$ cat src/rtl/vx_ifetch_queue_if.sv
// Handshake bundle between fetch, the per-warp instruction queue and decode.
// slave: queue side (takes in_*/out_ready/flush, drives in_ready/out_*/busy); master: the opposite side.
interface vx_ifetch_queue_if #(
   parameter int NUM_WARPS   = 4,
   parameter int NUM_THREADS = 4,
   parameter int WID_W       = (NUM_WARPS > 1) ? $clog2(NUM_WARPS) : 1
);
   logic                   in_valid;
   logic [WID_W-1:0]       in_wid;
   logic [NUM_THREADS-1:0] in_tmask;
   logic [31:0]            in_pc;
   logic [31:0]            in_instr;
   logic                   in_ready;

   logic                   out_valid;
   logic [WID_W-1:0]       out_wid;
   logic [NUM_THREADS-1:0] out_tmask;
   logic [31:0]            out_pc;
   logic [31:0]            out_instr;
   logic                   out_ready;

   logic                   flush;
   logic [WID_W-1:0]       flush_wid;
   logic                   busy;

   modport slave (
      input  in_valid, in_wid, in_tmask, in_pc, in_instr,
      output in_ready,
      output out_valid, out_wid, out_tmask, out_pc, out_instr,
      input  out_ready,
      input  flush, flush_wid,
      output busy
   );

   modport master (
      output in_valid, in_wid, in_tmask, in_pc, in_instr,
      input  in_ready,
      input  out_valid, out_wid, out_tmask, out_pc, out_instr,
      output out_ready,
      output flush, flush_wid,
      input  busy
   );
endinterface

$ cat src/rtl/vx_ifetch_queue.sv
// Per-warp instruction FIFOs between fetch and decode, round-robin drained one per cycle.
// Ports: clk, reset (sync, active-high), bus (slave: in_*, out_*, flush, busy). Option: IFETCH_QUEUE_BYPASS_EN.
module vx_ifetch_queue #(
   parameter int CORE_ID     = 0,
   parameter int NUM_WARPS   = 4,
   parameter int NUM_THREADS = 4,
   parameter int DEPTH       = 2,
   parameter int WID_W       = (NUM_WARPS > 1) ? $clog2(NUM_WARPS) : 1
) (
   input  logic             clk,
   input  logic             reset,
   vx_ifetch_queue_if.slave bus
);
   localparam int PTR_W = $clog2(DEPTH);
   localparam int CNT_W = $clog2(DEPTH + 1);

   typedef struct packed {
      logic [NUM_THREADS-1:0] tmask;
      logic [31:0]            pc;
      logic [31:0]            instr;
   } entry_t;

   // core index only matters to trace hooks
   if (CORE_ID < 0) begin : g_core_id_neg
   end

   entry_t           mem    [NUM_WARPS][DEPTH];
   logic [PTR_W-1:0] wr_ptr [NUM_WARPS];
   logic [PTR_W-1:0] rd_ptr [NUM_WARPS];
   logic [CNT_W-1:0] count  [NUM_WARPS];
   logic [WID_W-1:0] last_grant;

   logic [NUM_WARPS-1:0] nonempty;
   logic [NUM_WARPS-1:0] elig;
   logic [NUM_WARPS-1:0] push_w;
   logic [NUM_WARPS-1:0] pop_w;
   logic [NUM_WARPS-1:0] flush_w;
   logic [WID_W-1:0]     win;
   logic [WID_W-1:0]     cand;
   logic                 any_elig;
   logic                 in_flushed;
   logic                 byp;
   logic                 byp_take;
   logic                 push;
   logic                 pop;
   entry_t               in_ent;
   entry_t               head;

   assign in_ent     = '{tmask: bus.in_tmask, pc: bus.in_pc, instr: bus.in_instr};
   assign in_flushed = bus.flush && (bus.flush_wid == bus.in_wid);

   // ready looks only at stored occupancy: a full queue refuses even while popping
   assign bus.in_ready = (count[bus.in_wid] != CNT_W'(DEPTH));

   always_comb begin
      nonempty = '0;
      elig     = '0;
      flush_w  = '0;
      for (int w = 0; w < NUM_WARPS; w++) begin
         flush_w[w]  = bus.flush && (bus.flush_wid == WID_W'(w));
         nonempty[w] = (count[w] != '0);
         elig[w]     = nonempty[w] && !flush_w[w];
      end
   end

   // scan starts just after the last granted warp and wraps
   always_comb begin
      win      = '0;
      cand     = '0;
      any_elig = 1'b0;
      for (int i = 1; i <= NUM_WARPS; i++) begin
         cand = WID_W'((int'(last_grant) + i) % NUM_WARPS);
         if (!any_elig && elig[cand]) begin
            any_elig = 1'b1;
            win      = cand;
         end
      end
   end

`ifdef IFETCH_QUEUE_BYPASS_EN
   // idle queue: hand the response straight to decode
   assign byp = bus.in_valid && bus.in_ready
             && (count[bus.in_wid] == '0)
             && !any_elig && !in_flushed;
`else
   assign byp = 1'b0;
`endif

   assign byp_take = byp && bus.out_ready;
   assign push     = bus.in_valid && bus.in_ready
                  && !in_flushed && !byp_take;
   assign pop      = any_elig && bus.out_ready;

   always_comb begin
      push_w = '0;
      pop_w  = '0;
      for (int w = 0; w < NUM_WARPS; w++) begin
         push_w[w] = push && (bus.in_wid == WID_W'(w));
         pop_w[w]  = pop && (win == WID_W'(w));
      end
   end

   assign head = mem[win][rd_ptr[win]];

   always_comb begin
      bus.out_valid = any_elig || byp;
      bus.out_wid   = '0;
      bus.out_tmask = '0;
      bus.out_pc    = '0;
      bus.out_instr = '0;
      if (any_elig) begin
         bus.out_wid   = win;
         bus.out_tmask = head.tmask;
         bus.out_pc    = head.pc;
         bus.out_instr = head.instr;
      end else if (byp) begin
         bus.out_wid   = bus.in_wid;
         bus.out_tmask = bus.in_tmask;
         bus.out_pc    = bus.in_pc;
         bus.out_instr = bus.in_instr;
      end
   end

   assign bus.busy = |nonempty;

   always_ff @(posedge clk) begin
      if (reset) begin
         for (int w = 0; w < NUM_WARPS; w++) begin
            count[w]  <= '0;
            wr_ptr[w] <= '0;
            rd_ptr[w] <= '0;
         end
         last_grant <= WID_W'(NUM_WARPS - 1);
      end else begin
         for (int w = 0; w < NUM_WARPS; w++) begin
            if (flush_w[w]) begin
               count[w]  <= '0;
               wr_ptr[w] <= '0;
               rd_ptr[w] <= '0;
            end else begin
               if (push_w[w])
                  wr_ptr[w] <= wr_ptr[w] + PTR_W'(1);
               if (pop_w[w])
                  rd_ptr[w] <= rd_ptr[w] + PTR_W'(1);
               if (push_w[w] && !pop_w[w])
                  count[w] <= count[w] + CNT_W'(1);
               else if (!push_w[w] && pop_w[w])
                  count[w] <= count[w] - CNT_W'(1);
            end
         end
         if (pop)
            last_grant <= win;
         else if (byp_take)
            last_grant <= bus.in_wid;
      end
   end

   // storage needs no reset: count gates every read
   always_ff @(posedge clk) begin
      if (push)
         mem[bus.in_wid][wr_ptr[bus.in_wid]] <= in_ent;
   end
endmodule
$ cat src/flat_wrapper.sv
// flat-port wrapper written by rule: the top's interface ports become plain ports
module vx_ifetch_queue_flat 
#(
   parameter int CORE_ID     = 0,
   parameter int NUM_WARPS   = 4,
   parameter int NUM_THREADS = 4,
   parameter int DEPTH       = 2,
   parameter int WID_W       = (NUM_WARPS > 1) ? $clog2(NUM_WARPS) : 1
)
  (clk, reset, bus_in_valid, bus_in_wid, bus_in_tmask, bus_in_pc, bus_in_instr, bus_in_ready, bus_out_valid, bus_out_wid, bus_out_tmask, bus_out_pc, bus_out_instr, bus_out_ready, bus_flush, bus_flush_wid, bus_busy);
  vx_ifetch_queue_if #(.NUM_WARPS(NUM_WARPS), .NUM_THREADS(NUM_THREADS), .WID_W(WID_W)) bus_i ();
  input  logic clk;
  input  logic reset;
  input wire logic [$bits(bus_i.in_valid)-1:0] bus_in_valid;
  input wire logic [$bits(bus_i.in_wid)-1:0] bus_in_wid;
  input wire logic [$bits(bus_i.in_tmask)-1:0] bus_in_tmask;
  input wire logic [$bits(bus_i.in_pc)-1:0] bus_in_pc;
  input wire logic [$bits(bus_i.in_instr)-1:0] bus_in_instr;
  output wire logic [$bits(bus_i.in_ready)-1:0] bus_in_ready;
  output wire logic [$bits(bus_i.out_valid)-1:0] bus_out_valid;
  output wire logic [$bits(bus_i.out_wid)-1:0] bus_out_wid;
  output wire logic [$bits(bus_i.out_tmask)-1:0] bus_out_tmask;
  output wire logic [$bits(bus_i.out_pc)-1:0] bus_out_pc;
  output wire logic [$bits(bus_i.out_instr)-1:0] bus_out_instr;
  input wire logic [$bits(bus_i.out_ready)-1:0] bus_out_ready;
  input wire logic [$bits(bus_i.flush)-1:0] bus_flush;
  input wire logic [$bits(bus_i.flush_wid)-1:0] bus_flush_wid;
  output wire logic [$bits(bus_i.busy)-1:0] bus_busy;
  assign bus_i.in_valid = bus_in_valid;
  assign bus_i.in_wid = bus_in_wid;
  assign bus_i.in_tmask = bus_in_tmask;
  assign bus_i.in_pc = bus_in_pc;
  assign bus_i.in_instr = bus_in_instr;
  assign bus_in_ready = bus_i.in_ready;
  assign bus_out_valid = bus_i.out_valid;
  assign bus_out_wid = bus_i.out_wid;
  assign bus_out_tmask = bus_i.out_tmask;
  assign bus_out_pc = bus_i.out_pc;
  assign bus_out_instr = bus_i.out_instr;
  assign bus_i.out_ready = bus_out_ready;
  assign bus_i.flush = bus_flush;
  assign bus_i.flush_wid = bus_flush_wid;
  assign bus_busy = bus_i.busy;
  vx_ifetch_queue #(.CORE_ID(CORE_ID), .NUM_WARPS(NUM_WARPS), .NUM_THREADS(NUM_THREADS), .DEPTH(DEPTH), .WID_W(WID_W)) u_core (.clk(clk), .reset(reset), .bus(bus_i));
endmodule
$ cat config.mk
export PLATFORM = sky130hd
export DESIGN_NAME = vx_ifetch_queue_flat
export DESIGN_NICKNAME = d
export VERILOG_FILES = /design/src/rtl/vx_ifetch_queue_if.sv /design/src/rtl/vx_ifetch_queue.sv /design/src/flat_wrapper.sv
export SDC_FILE = /design/constraint.sdc
export NUM_CORES = 1
export LEC_CHECK = 0
export CORE_ASPECT_RATIO = 1.75
export CORE_MARGIN = 2
export CORE_UTILIZATION = 45
export DETAILED_ROUTE_END_ITERATION = 12
export PLACE_DENSITY_LB_ADDON = 0.08
export SYNTH_ARGS = -nofsm -noshare
export SYNTH_HDL_FRONTEND = slang
export SYNTH_SLANG_ARGS = --single-unit
$ cat constraint.sdc
create_clock -name clk -period 10.1 [get_ports clk]
set_clock_uncertainty 0.15 [all_clocks]
set_input_delay 1.01 -clock clk [delete_from_list [all_inputs] [get_ports clk]]
set_output_delay 1.01 -clock clk [all_outputs]
set_load 0.02 [all_outputs]
# Yosys cells after proc, flatten, opt, wreduce, memory -nomap -nowiden
# Memories as Yosys holds them, arrays and structs flattened.
# Cells that the tools add are included.
[totals] memories=4 in_bits=77 ff_bits=2 output_inout_bits=73 ram_bits=560 elab_cells=266
[classes] reduce_logical=56 mux=137 eq_ne=11 n_addsub=20 bitwise=30 n_lt_le_gt_ge=7
[mem_list] memory="u_core.mem" words=4 width=136 rd=1 rd_clocked_by_memory_dff=0 wr=1 line="vx_ifetch_queue.sv:27" rtl="entry_t mem [NUM_WARPS][DEPTH];"
[mem_list] memory="u_core.count" words=4 width=2 rd=5 rd_clocked_by_memory_dff=0 wr=4 line="vx_ifetch_queue.sv:30" rtl="logic [CNT_W-1:0] count [NUM_WARPS];"
[mem_list] memory="u_core.rd_ptr" words=4 width=1 rd=5 rd_clocked_by_memory_dff=0 wr=4 line="vx_ifetch_queue.sv:29" rtl="logic [PTR_W-1:0] rd_ptr [NUM_WARPS];"
[mem_list] memory="u_core.wr_ptr" words=4 width=1 rd=5 rd_clocked_by_memory_dff=0 wr=4 line="vx_ifetch_queue.sv:28" rtl="logic [PTR_W-1:0] wr_ptr [NUM_WARPS];"
[ops] op="$mux W68" n=4
[ops] op="$mux W136" n=1
[ops] op="$mux W1" n=107
[ops] op="$demux W68 S1" n=1
[ops] op="$mux W32" n=2
[ops] op="$mux W2" n=17
[ops] op="$logic_and A1 B1 Y1" n=32
[ops] op="$or A1 B1 Y1" n=28
[ops] op="$logic_not A1 Y1" n=16
[ops] op="$add A2 B1 Y2 const B" n=6
[ops] op="$eq A2 B2 Y1 const B" n=6
[ops] op="$lt A2 B3 Y1 const B" n=4
[ops] op="$add A1 B1 Y1 const B" n=8
[ops] op="$bmux W1 S2" n=4
[ops] op="$reduce_bool A2 Y1" n=4
[ops] op="$sub A2 B1 Y2 const B" n=4
[ops] op="$eq A2 B1 Y1 const B" n=3
[ops] op="$logic_not A2 Y1" n=3
[ops] op="$add A2 B2 Y2 const B" n=2
[ops] op="$ge A2 B2 Y1 const B" n=2
[ops] op="$mux W4" n=1
[ops] op="$not A1 Y2" n=2
[ops] op="$reduce_or A4 Y1" n=1
[ops] op="$eq A2 B2 Y1" n=1
[ops] op="other kinds (2)" n=2

# Longest topological paths before layout
# Gate-level depths: netlist (run 1).
[logic_depth] ltp_word=26 depth_mapped=14 ltp_nobuf=10

# Least setup slack after synthesis (run 1)
# No wires, ideal clock.
[synth_path] path_kind="input to register" startpoint="input port bus_in_wid[1]" endpoint="memory u_core.mem[2][0] in the netlist's numbering, enable pin" required_ns=9.455 setup_ns=0.495 stages=6 n_path_buf=2 t_arrival_ns=4.945 path_slack_ns=4.510 cell_sequence="clkbuf_1 -> nor3_1 -> a311o_1 -> or2_2 -> clkbuf_1 -> nor2_1"
[synth_between] elab_chain_len=7 elab_cells_between_ends=16 classes_between="order compare: 2; eq/ne: 2; mux: 4; bitwise: 1; reduce/logical: 5; memory: 2"
[synth_rtl] element="start: declaration" line="flat_wrapper.sv:15" rtl="input wire logic [$bits(bus_i.in_wid)-1:0] bus_in_wid;"
[synth_rtl] element="$mem_v2 Z4 W1"
[synth_rtl] element="$not A1 Y2 (implied by the code)" line="vx_ifetch_queue.sv:161" rtl="mem[bus.in_wid][wr_ptr[bus.in_wid]] <= in_ent;"
[synth_rtl] element="$ge A2 B2 Y1 (implied by the code) or $lt A2 B1 Y1 (tied branches)" line="vx_ifetch_queue.sv:161"
[synth_rtl] element="$logic_and A1 B1 Y1 (implied by the code)" line="vx_ifetch_queue.sv:161"
[synth_rtl] element="$mux W68 (implied by the code)" line="vx_ifetch_queue.sv:161"
[synth_rtl] element="$demux W68 S1" line="vx_ifetch_queue.sv:161"
[synth_rtl] element="$mux W136 (implied by the code)" line="vx_ifetch_queue.sv:161"
[synth_rtl] element="end: declaration" line="vx_ifetch_queue.sv:27"
# Several ways; a longest one is shown, not always the timed one.

# Final worst setup path (run 1)
[layout_path] startpoint="input port bus_flush_wid[0]" endpoint="output port bus_out_instr[29]"
[layout_between] elab_chain_len=22 elab_cells_between_ends=45 classes_between="eq/ne: 3; mux: 20; bitwise: 1; reduce/logical: 19; memory: 2"
[layout_rtl] element="start: declaration" line="flat_wrapper.sv:27" rtl="input wire logic [$bits(bus_i.flush_wid)-1:0] bus_flush_wid;"
[layout_rtl] element="$eq A2 B1 Y1 (tied with other cells)" line="vx_ifetch_queue.sv:60" rtl="flush_w[w] = bus.flush && (bus.flush_wid == WID_W'(w));"
[layout_rtl] element="$logic_and A1 B1 Y1" line="vx_ifetch_queue.sv:60"
[layout_rtl] element="$logic_not A1 Y1" line="vx_ifetch_queue.sv:62" rtl="elig[w] = nonempty[w] && !flush_w[w];"
[layout_rtl] element="$logic_and A1 B1 Y1" line="vx_ifetch_queue.sv:62"
[layout_rtl] element="$bmux W1 S2" line="vx_ifetch_queue.sv:73" rtl="if (!any_elig && elig[cand]) begin"
[layout_rtl] element="$mux W1 (implied by the code)" line="vx_ifetch_queue.sv:73"
[layout_rtl] element="$mux W1" line="vx_ifetch_queue.sv:73"
[layout_rtl] element="$logic_not A1 Y1" line="vx_ifetch_queue.sv:73"
[layout_rtl] element="(+4 left out)"
[layout_rtl] element="$mux W1" line="vx_ifetch_queue.sv:73"
[layout_rtl] element="$logic_not A1 Y1" line="vx_ifetch_queue.sv:73"
[layout_rtl] element="$logic_and A1 B1 Y1" line="vx_ifetch_queue.sv:73"
[layout_rtl] element="$mux W2" line="vx_ifetch_queue.sv:73"
[layout_rtl] element="$mem_v2 Z4 W1"
[layout_rtl] element="$not A1 Y2 (implied by the code)" line="vx_ifetch_queue.sv:103" rtl="assign head = mem[win][rd_ptr[win]];"
[layout_rtl] element="$mux W68 (implied by the code) (3 in a row)" line="vx_ifetch_queue.sv:103"
[layout_rtl] element="$mux W32 (*)" line="vx_ifetch_queue.sv:111" rtl="if (any_elig) begin"
[layout_rtl] element="end: declaration" line="flat_wrapper.sv:24" rtl="output wire logic [$bits(bus_i.out_instr)-1:0] bus_out_instr;"
# Mark *: on every way between the ends. The rest lies on a longest branch, timed or not. The select of a mux whose other input is x is not followed.

==> flow_summary.json, run 1 <==
{
  "slew_viol_final": 0,
  "setup_tns_ns": 0,
  "path_max_fanout": 77,
  "cts_tree": "built",
  "synth_cell_types": 44,
  "worst_slew_pin_slew_ns": 1.26,
  "hold_depth": 1,
  "ys_top_cells_by_area": "edfxtp_1 76%, mux4_2 6.9%, nand2_1 6.1%",
  "antenna_found_initial": 2,
  "die_w_um": 172,
  "vias_per_cell": 5.52,
  "crit_arrival_ns": 5.88,
  "drc": 0,
  "cellPowerDensity_nw_per_um2": 286,
  "start_util_pct": 45.7,
  "crit_required_ns": 8.94,
  "wire_per_inst_um": 22.8,
  "p_leak_nw": 8.61,
  "worstSetupEndpoint": "bus_out_instr[29]",
  "yosys_warnings": 0,
  "setup.worst_path.start": "bus_flush_wid[0]",
  "fin_crit_sh_pct": 69.7,
  "num_vias": 12687,
  "ir_drop_uv": 199,
  "clk_latency_ns": 0.56,
  "clkTransAtPathRegs_ns": 0.06,
  "grt_first_pass_wirelength_mm": 80.1,
  "drive_gt1_share_pct": 10.7,
  "hold_slack_ns": 0.418,
  "synth_area_sq_um": 22200,
  "place.gp.congestion": 0.771,
  "nets": 1686,
  "clock-sinks": 562,
  "place_area_sq_um": 24400,
  "die-area_sq_um": 51300,
  "cts_buffers": 49,
  "syn_avg_cell_area_sq_um": 15.1,
  "hold_violations": 0,
  "status": "completed",
  "postCtsSetupBuffers": 0,
  "r2r_cells": 11,
  "grt_max_degree": 78,
  "max-cap-violations": 0,
  "grt_pass1_vias": 13227,
  "portBuffers": 149,
  "cts_hold_buf": 0,
  "synth_enable_flop_cells": 560,
  "clockRootBuffer": "clkbuf_16",
  "synth_seq_cells": 562,
  "start_kind": "input pin",
  "yosysMostFrequentCell": "edfxtp_1",
  "grt_remaining_overflow": 0,
  "grt_usage_pct": 20.9,
  "async_flop_share_pct": 0,
  "crit_type": "in2out",
  "synthTopCellsByCount": "560 x edfxtp_1, 362 x nand2_1, 206 x nand3_1",
  "drt-total-wl_mm": 52.4,
  "finalInstanceArea_sq_um": 26000,
  "period_needed_ns": 7.04,
  "syn_nets": 1552,
  "finalWorstSetupSlack_ns": 3.06,
  "synth_top_cell_by_area": "edfxtp_1",
  "synthCells": 1471,
  "ant_nets": 0,
  "core_area_sq_um": 48700,
  "synth_top_area_share_pct": 75.6,
  "antenna-diode-count": 0,
  "cts-resized-gates": 0,
  "dp_hpwl_mm": 28.0,
  "dr.pass1.iters": 5,
  "fillCellCount": 4113,
  "htree_levels": 2,
  "reg2reg_from": "u_core.count[2][0]",
  "drt_iter0_drc": 897,
  "endpoint_kind": "output port",
  "min_path_type": "reg2reg",
  "chipHeight_um": 298,
  "fmax_mhz": 142,
  "max-slew-margin-rel_pct": 15.3,
  "rrSetupSlack_ns": 5.72,
  "pre_cts_ws_ns": 3.02,
  "area_delta_synth_final_pct": 16.7,
  "crit-reg2reg-capture": "u_core.count[1][1]",
  "rsz0062_at_grt": "no",
  "num_rows": 107,
  "yosysSeqAreaShare_pct": 75.8,
  "clock_path_buffers": 3,
  "ios": 150,
  "dp.cells": 2208,
  "ys_dominant_reg_cell": "edfxtp_1",
  "setup_violations": 0,
  "stdcell_count": 2297
}
[routing by layer]
layer | GRT usage [%] | vias to the layer above | routed length [um]
li1 | - | 5765 | -
met1 | 26.5 | 6557 | 21400
met2 | 37.0 | 284 | 27600
met3 | 2.76 | 79 | 2040
met4 | 6.30 | 2 | 1320
met5 | 0 | - | 13
[worst max-delay path: stages]
cell             delay, ns
clkdlybuf4s50_1       0.56
and3_1                0.29
o31ai_1               0.29
o211ai_1              0.24
inv_6                 0.52
mux2i_1               0.27
mux2i_4               0.89
buf_4                 0.48
nand2_1               0.09
a21oi_1               0.41
clkdlybuf4s50_1       0.70
[power breakdown]
part	internal [mW]	switching, mW	total [mW]	leakage (nW)
Sequential	2.65	0.0204	2.67	5.11
Combinational	1.17	1.78	2.95	2.74
Clock	1.00	0.819	1.82	0.752
Total	4.81	2.62	7.44	8.61
[worst min path at each step]
stage | end | from | slack [ns]
final | u_core.count[2][0] | u_core.count[2][0] | 0.42
after global routing | u_core.last_grant[1] | u_core.last_grant[1] | 0.44
after CTS | u_core.last_grant[0] | u_core.last_grant[0] | 0.42
after detailed placement | u_core.last_grant[0] | u_core.last_grant[0] | 0.40
after global placement | u_core.last_grant[1] | u_core.last_grant[1] | 0.40
after floorplan | u_core.last_grant[1] | u_core.last_grant[1] | 0.34
[state kept, by name, indices dropped and copies added, names as in the netlist]
name               count
u_core.mem           544
u_core.count           8
u_core.rd_ptr          4
u_core.wr_ptr          4
u_core.last_grant      2
[final cells by class]
cell class              instances  area [sq um]  area share (%)
well taps                     654           818            3.15
clock buffers                  54          1270            4.88
flip-flops and latches        562         16900            64.9
clock inverters                35           260            1.00
repair buffers                172          1660            6.41
multi-input cells             806          5040            19.4
inverters                      14          62.6           0.241
[cell usage in the layout, fill, tap and decap left out, drive strengths merged, types with 3 or more instances in the layout]
cell type / n
a21oi: 75
buf: 23
bufinv: 4
clkbuf: 54
clkdlybuf4s50: 149
clkinv: 31
edfxtp: 560
ha: 4
inv: 14
mux2i: 6
mux4: 68
nand2: 362
nand2b: 5
nand3: 206
nor2: 18
nor3: 11
nor4: 4
o21ai: 6
or2: 5
or3: 3
xnor2: 3
[per-stage QoR]
stage	utilization [%]	total power [mW]
6_report	53.3	7.44
5_1_grt	53.3	7.82
4_1_cts	53.3	7.55
3_5_place_dp	50.2	5.72
3_3_place_gp	50.2	5.72
2_1_floorplan	-	4.53
[kinds of logic (layout without fill, tap and decap cells)]
| kind of cell | count (synthesis) | after routing | share of synthesized area, % |
|---|---|---|---|
| buffers and inverters | 103 | 275 | 1.95 |
| DFF | 562 | 562 | 75.8 |
| AOI/OAI and AO/OA | 96 | 96 | 2.45 |
| muxes | 76 | 76 | 7.27 |
| xor gates and xnor gates | 5 | 5 | 0.197 |
| adders and majority gates | 4 | 4 | 0.225 |
| and+or+nand+nor | 625 | 625 | 12.2 |
No activity file was read; power rests on OpenSTA's default activity.
==> run 2, diff against run 1 <==
==> constraint.sdc (replaced) <==
create_clock -name clk -period 6.16 [get_ports clk]
set_clock_uncertainty 0.15 [all_clocks]
set_input_delay 0.616 -clock clk [delete_from_list [all_inputs] [get_ports clk]]
set_output_delay 0.616 -clock clk [all_outputs]
set_load 0.02 [all_outputs]
==> flow_summary.json, run 2 (synthesis results as in run 1) <==
{
  "status": "completed",
  "dr.pass1.iters": 5,
  "setup_violations": 0,
  "max-cap-violations": 0,
  "wire_per_inst_um": 23.2,
  "core_area_sq_um": 48700,
  "worst_slew_pin_slew_ns": 1.25,
  "place.gp.congestion": 0.780,
  "hold_violations": 0,
  "fin_crit_sh_pct": 86.8,
  "crit_required_ns": 5.39,
  "final_common_cell": "edfxtp_1",
  "total_power_mw": 12.4,
  "portBuffers": 149,
  "path_cells": "clkdlybuf4s50_1, and3_1, o31ai_1, o211ai_1, inv_6, mux2i_1, mux2_4, buf_4, nand3_1, a21oi_1, clkdlybuf4s50_1",
  "die_w_um": 172,
  "finalWorstSetupSlack_ns": 0.813,
  "setup_tns_ns": 0,
  "wl_met1_mm": 21.5,
  "drt-total-wl_mm": 53.6,
  "largest_register_ffs": 544,
  "crit_type": "in2out",
  "max-slew-margin-rel_pct": 16.7,
  "grt_remaining_overflow": 0,
  "die-area_sq_um": 51300,
  "pre_cts_ws_ns": 0.811,
  "fmax_mhz": 187,
  "cts_tree": "built",
  "cts-resized-gates": 0,
  "area_delta_synth_final_pct": 18.2,
  "path_max_fanout": 28,
  "fillCellCount": 3996,
  "drc": 0,
  "clockRootBuffer": "clkbuf_16",
  "cts_buffers": 51,
  "chipHeight_um": 298,
  "vias_per_cell": 5.53,
  "fin_util_pct": 53.9,
  "mostFrequentLayoutCells": "560 x edfxtp_1, 362 x nand2_1, 206 x nand3_1, 149 x clkdlybuf4s50_1, 75 x a21oi_1",
  "start_util_pct": 45.7,
  "endpoint_kind": "output port",
  "drt_iter0_drc": 992,
  "clk_latency_ns": 0.57,
  "cp_slowest_cell": "clkdlybuf4s50_1",
  "ir_drop_uv": 428,
  "p_leak_nw": 8.75,
  "wl_met2_mm": 27.8,
  "clock_path_buffers": 3,
  "start_kind": "input pin",
  "clkTransAtPathRegs_ns": 0.06,
  "grt_usage_pct": 21.3,
  "rsz0062_at_grt": "no",
  "grt_pass1_vias": 13224,
  "crit_path_frequent_cell": "clkdlybuf4s50_1",
  "grt_max_degree": 139,
  "drive_gt1_share_pct": 11.6,
  "wl_met3_mm": 2.55,
  "num_vias": 12790,
  "ios": 150,
  "min_path_type": "reg2reg",
  "ant_nets": 0,
  "cts_hold_buf": 0,
  "dp_hpwl_mm": 29.3,
  "num_rows": 107,
  "slew_viol_final": 0,
  "crit_arrival_ns": 4.58,
  "htree_levels": 2,
  "cp_slowest_stage_delay_ns": 0.64,
  "cellPowerDensity_nw_per_um2": 472,
  "grt_first_pass_wirelength_mm": 80.8,
  "antenna_found_initial": 2,
  "nets": 1698,
  "postCtsSetupBuffers": 0,
  "clock-sinks": 562,
  "period_needed_ns": 5.35,
  "maxUsedRoutingLayer": "met5"
}
## run 2: changes by cell type in the layout (fill, tap and decap cells not counted), moves of 2 or more
| cell | delta |
|---|---|
| buf_12 | +13 |
| clkbuf_16 | +3 |
| buf_4 | -3 |
| clkinv_1 | -3 |
| clkinv_4 | +2 |
| clkinv_2 | +2 |
## run 2: power by group
group | internal, mW | total, mW | switching, mW | leakage (nW)
Sequential | 4.34 | 4.37 | 0.0338 | 5.11
Clock | 1.69 | 3.06 | 1.37 | 0.795
Combinational | 2.01 | 4.98 | 2.97 | 2.84
## run 2: routing by layer
metal	global-route usage (%)	vias up
met5	0	-
met3	3.43	89
met4	7.54	2
li1	-	5812
met1	26.4	6556
met2	37.3	331
## run 2: area by class of cell
type                    instances  area (sq um)  share of cell area (%)
multi-input cells             806          5040                    19.2
well taps                     654           818                    3.11
diodes                          1          2.50                 0.00952
flip-flops and latches        562         16900                    64.1
clock buffers                  58          1350                    5.12
clock inverters                36           259                   0.985
inverters                      14          62.6                   0.238
repair buffers                182          1900                    7.23
## run 2: stage by stage
stage	cell area, sq um	hold WS, ns	instances
6_report	26300	0.417	2313
5_1_grt	26300	0.444	2313
4_1_cts	26300	0.419	2312
3_5_place_dp	24700	0.404	2218
3_3_place_gp	24700	0.391	2218
2_1_floorplan	22200	0.335	1471
## run 2: critical path, delay by kind of cell
family                 cells  cell delay, ns
buffers and inverters      4            1.76
AOI/OAI and AO/OA          3            0.92
muxes                      2            0.86
and+or+nand+nor            2            0.40
## run 2: path summary, 6_finish.rpt
| kind | cells after the start | slack, ns | start | end |
|---|---|---|---|---|
| min reg2reg | 1 | 0.42 | u_core.rd_ptr[0] | u_core.rd_ptr[0] |
| max | 11 | 0.81 | bus_flush_wid[1] | bus_out_instr[30] |
| max reg2reg | 10 | 2.34 | u_core.count[0][0] | u_core.count[2][0] |
| min | 1 | 0.42 | u_core.rd_ptr[0] | u_core.rd_ptr[0] |
